`src/rtl/program_counter.sv`:
```
// Loadable up-counter with synchronous active-high reset; priority is reset > load > enable > hold.
// Define PROGRAM_COUNTER_WRAP_FLAG_EN to add the registered 'wrap' pulse output.
module program_counter #(
  parameter int WIDTH       = 4,
  parameter int RESET_VALUE = 0
) (
  input  logic             clk,
  input  logic             reset,
  input  logic [WIDTH-1:0] data,
  input  logic             load,
  input  logic             enable,
`ifdef PROGRAM_COUNTER_WRAP_FLAG_EN
  output logic             wrap,
`endif
  output logic [WIDTH-1:0] out
);

  localparam logic [WIDTH-1:0] RESET_Q = WIDTH'(RESET_VALUE);
  localparam logic [WIDTH-1:0] ONE     = WIDTH'(1);
  localparam logic [WIDTH-1:0] MAX_Q   = '1;

  logic [WIDTH-1:0] out_q, out_d;

  // NOTE: give every always_comb output a default first so no path can infer a latch.
  always_comb begin
    out_d = out_q;
    if (load) begin
      out_d = data;
    end else if (enable) begin
      out_d = out_q + ONE;
    end
  end

  // NOTE: sequential state uses non-blocking assignments so all registers see pre-edge values.
  always_ff @(posedge clk) begin
    if (reset) begin
      out_q <= RESET_Q;
    end else begin
      out_q <= out_d;
    end
  end

  assign out = out_q;

`ifdef PROGRAM_COUNTER_WRAP_FLAG_EN
  logic wrap_q, wrap_d;

  // Only a real increment past all-ones pulses wrap; loads of zero do not.
  always_comb begin
    wrap_d = !load && enable && (out_q == MAX_Q);
  end

  always_ff @(posedge clk) begin
    if (reset) begin
      wrap_q <= 1'b0;
    end else begin
      wrap_q <= wrap_d;
    end
  end

  assign wrap = wrap_q;
`endif

endmodule

```
`config.mk`:
```
export PLATFORM = sky130hd
export DESIGN_NAME = program_counter
export DESIGN_NICKNAME = d
export VERILOG_FILES = /design/src/rtl/program_counter.sv
export SDC_FILE = /design/constraint.sdc
export NUM_CORES = 1
export LEC_CHECK = 0
export ABC_AREA = 0
export BUFFER_PORTS_ARGS = -buffer_cell sky130_fd_sc_hd__buf_2
export CAP_MARGIN = 20
export CORE_AREA = 3 3 40 42
export DETAILED_ROUTE_END_ITERATION = 6
export DIE_AREA = 0 0 43 45
export PLACE_DENSITY = 0.42
export RECOVER_POWER = 50
export REMOVE_ABC_BUFFERS = 1
export SETUP_SLACK_MARGIN = 0.02
export SYNTH_ARGS = -nofsm -noshare
export SYNTH_HDL_FRONTEND = slang
export SYNTH_SLANG_ARGS = --single-unit
```
`constraint.sdc`:
```
create_clock -name clk -period 1.6 [get_ports clk]
set_input_delay 0.32 -clock clk [delete_from_list [all_inputs] [get_ports clk]]
set_output_delay 0.32 -clock clk [all_outputs]
set_load 0.005 [all_outputs]
```
==> out/qor.yml <==
run_status:
  run_status: "finished, final reports clean"
drt:
  vias: 187
  detail-route-antenna-nets: 0
  drt-total-wl_um: 441
  dr.pass1.iters: 3
  drt-initial-drc-count: 1
  drc: 0
  drt-vias-per-instance: 3.74
  wire_per_inst_um: 8.82
cells_and_area:
  fin_area_um2: 297
  antenna_cells: 0
  largest_reg_flops: 4
  fill_cells: 148
  layout-drive-gt1-share: 0.400
  area_delta_synth_final_pct: 44.5
  fin_util: 0.231
  fin_nets: 46
logic_synthesis:
  synthXorXnorAreaFrac: 0.128
  synth_edf_count: 0
  synthSimpleGateAreaFrac: 0.0854
  ys_async_sr_fraction: 0
  syn_avg_cell_area_um2: 9.33
  synth_top_area_frac: 0.390
  yosysMostFrequentCell: "dfxtp_1"
  ys_ff_latch: 4
  synth.distinct_cells: 13
  synth_fa_ha_area_frac: 0.0610
  yosys_warnings: 0
  yosysTopAreaCell: "dfxtp_1"
  synth_seq_area_share: 0.390
  syn_inst: 22
  synth_top_family_by_area: "multiplexers"
  synth_compound_area_frac: 0.122
  muxShareOfSynthArea: 0.152
  post_synth_main_area_contributors: "dfxtp_1, mux2i_1, xnor2_1, o21a_1, ha_1"
  syn-cell-area_um2: 205
  synthFlopType: "dfxtp_1"
clock_tree:
  clock_latency_ns: 0.23
  root_buffer: "clkbuf_4"
  numCtsBuffers: 3
  cts_max_path_buffers: 2
  cts.sinks: 4
  cts_setup_buffers: 0
  clkTransAtPathRegs_ns: 0.04
  cts_hold_buf: 0
  cts_tree: "built"
  cts_resized: 0
  htreeDepth: 1
worst_setup_path:
  r2r-start: "out[0]$_SDFFE_PP0P_"
  crit_type: "flop to flop"
  cp.arrival_ns: 1.32
  crit_path_start: "out[0]$_SDFFE_PP0P_"
  cp.required_ns: 1.72
  startpoint_type: "flop"
  cp_max_fo: 4
  end_kind: "flop"
pwr:
  p_leak_nw: 0.154
  switchingPower_w: 0.0000658
  p_clk_frac: 0.435
  seq_power_share: 0.408
  switching_share: 0.232
  p_int_w: 0.000218
  comb_power_share: 0.157
  power.density_nw_per_um2: 957
  vdd_drop_max_mv: 0.406
timing:
  slew_headroom: 0.914
  tns_ns: 0
  tightest_slew_ns: 0.125
  whs_ns: 0.300
  clock.fmax_ghz: 0.832
  setup_viol: 0
  slew_viol_final: 0
  hold_violations: 0
  fin_worst_skew_ns: 0.00130
  grt_setup_unrepaired: "no"
  period_minus_slack_ns: 1.20
  period_share: 0.751
floorplan:
  start_util: 0.160
  core_area_um2: 1280
  die_h_um: 45
  rows: 13
  fp.dieArea_um2: 1940
  fp.dieW_um: 43
  pin_count: 12
global_routing:
  grt-ovfl-total: 0
  antenna_found_initial: 0
  grt_pass1_vias: 173
  grt_use_total: 0.0575
  grt_max_degree: 7
  grt_pass1_wl_um: 745
placement:
  port_buffers: 11
  placed_cell_area_um2: 274
  gp_congestion: 0.598
job:
  drv_cap: 0
worst_hold_path:
  hp-start: "reset"
  hold_class: "input port to flop"
-- per-layer routing --
layer | global-route usage | share of wire | vias up
met5 | 0 | 0 | -
met4 | 0.0181 | 0 | 0
met3 | 0.0598 | 0.086 | 0
met2 | 0.0778 | 0.48 | 7
met1 | 0.0604 | 0.44 | 80
li1 | - | - | 100
-- kinds of logic (layout without fill, tap and decap cells) --
| logic type | after synthesis | count (layout) |
|---|---|---|
| flip-flops | 4 | 4 |
| XOR/XNOR | 3 | 3 |
| multiplexers | 3 | 3 |
| adder cells (fa/ha/maj) | 1 | 1 |
| AO/OA/AOI/OAI | 4 | 4 |
| buffers and inverters | 3 | 16 |
| AND/OR/NAND/NOR | 4 | 4 |
-- per-stage QoR --
| step | setup slack, ns | instances | total power [W] |
|---|---|---|---|
| detailed placement | 0.395 | 47 | 0.000163 |
| CTS | 0.393 | 50 | 0.000293 |
| floorplan | 0.438 | 21 | 0.000139 |
| finish | 0.399 | 50 | 0.000284 |
| global placement | 0.412 | 47 | 0.000163 |
| global route | 0.318 | 50 | 0.000307 |
-- critical path: stages (launching register included) --
cell,delay (ns)
dfxtp_1,0.38
ha_1,0.25
mux2_1,0.29
mux2i_1,0.13
nor2_1,0.05
-- final cells by class --
cell class | count | area (µm²) | share of cell area
clock buffer | 3 | 22.5 | 0.0759
inverter | 2 | 7.51 | 0.0253
sequential | 4 | 80.1 | 0.270
tap | 15 | 18.8 | 0.0633
timing repair buffer | 11 | 55.1 | 0.186
multi-input combinational | 15 | 113 | 0.380
-- power by group through the flow --
stage	sequential (W)	clock, W	combinational, W
after CTS	0.000116	0.000131	0.0000459
after global routing	0.000118	0.000139	0.0000508
final	0.000116	0.000123	0.0000444
after floorplan	0.000118	0	0.0000213
after global placement	0.000118	0	0.0000456
after detailed placement	0.000118	0	0.0000457
-- final timing paths --
check             cells past startpoint                  end  slack [ns]
hold / removal                        2  out[1]$_SDFFE_PP0P_        0.30
setup reg to reg                      4  out[1]$_SDFFE_PP0P_        0.40
hold reg to reg                       2  out[3]$_SDFFE_PP0P_        0.57
setup / recovery                      4  out[1]$_SDFFE_PP0P_        0.40
-- placed cells by master, fill, tap and decap left out --
cell,count
xor2_1,1
nand2_1,1
inv_1,2
ha_1,1
a21oi_1,2
xnor2_1,2
dfxtp_1,4
mux2i_1,2
clkbuf_4,3
nor2_1,2
mux2_1,1
buf_2,11
o21a_1,2
nand4_1,1
(Power assumes the default switching activity.)
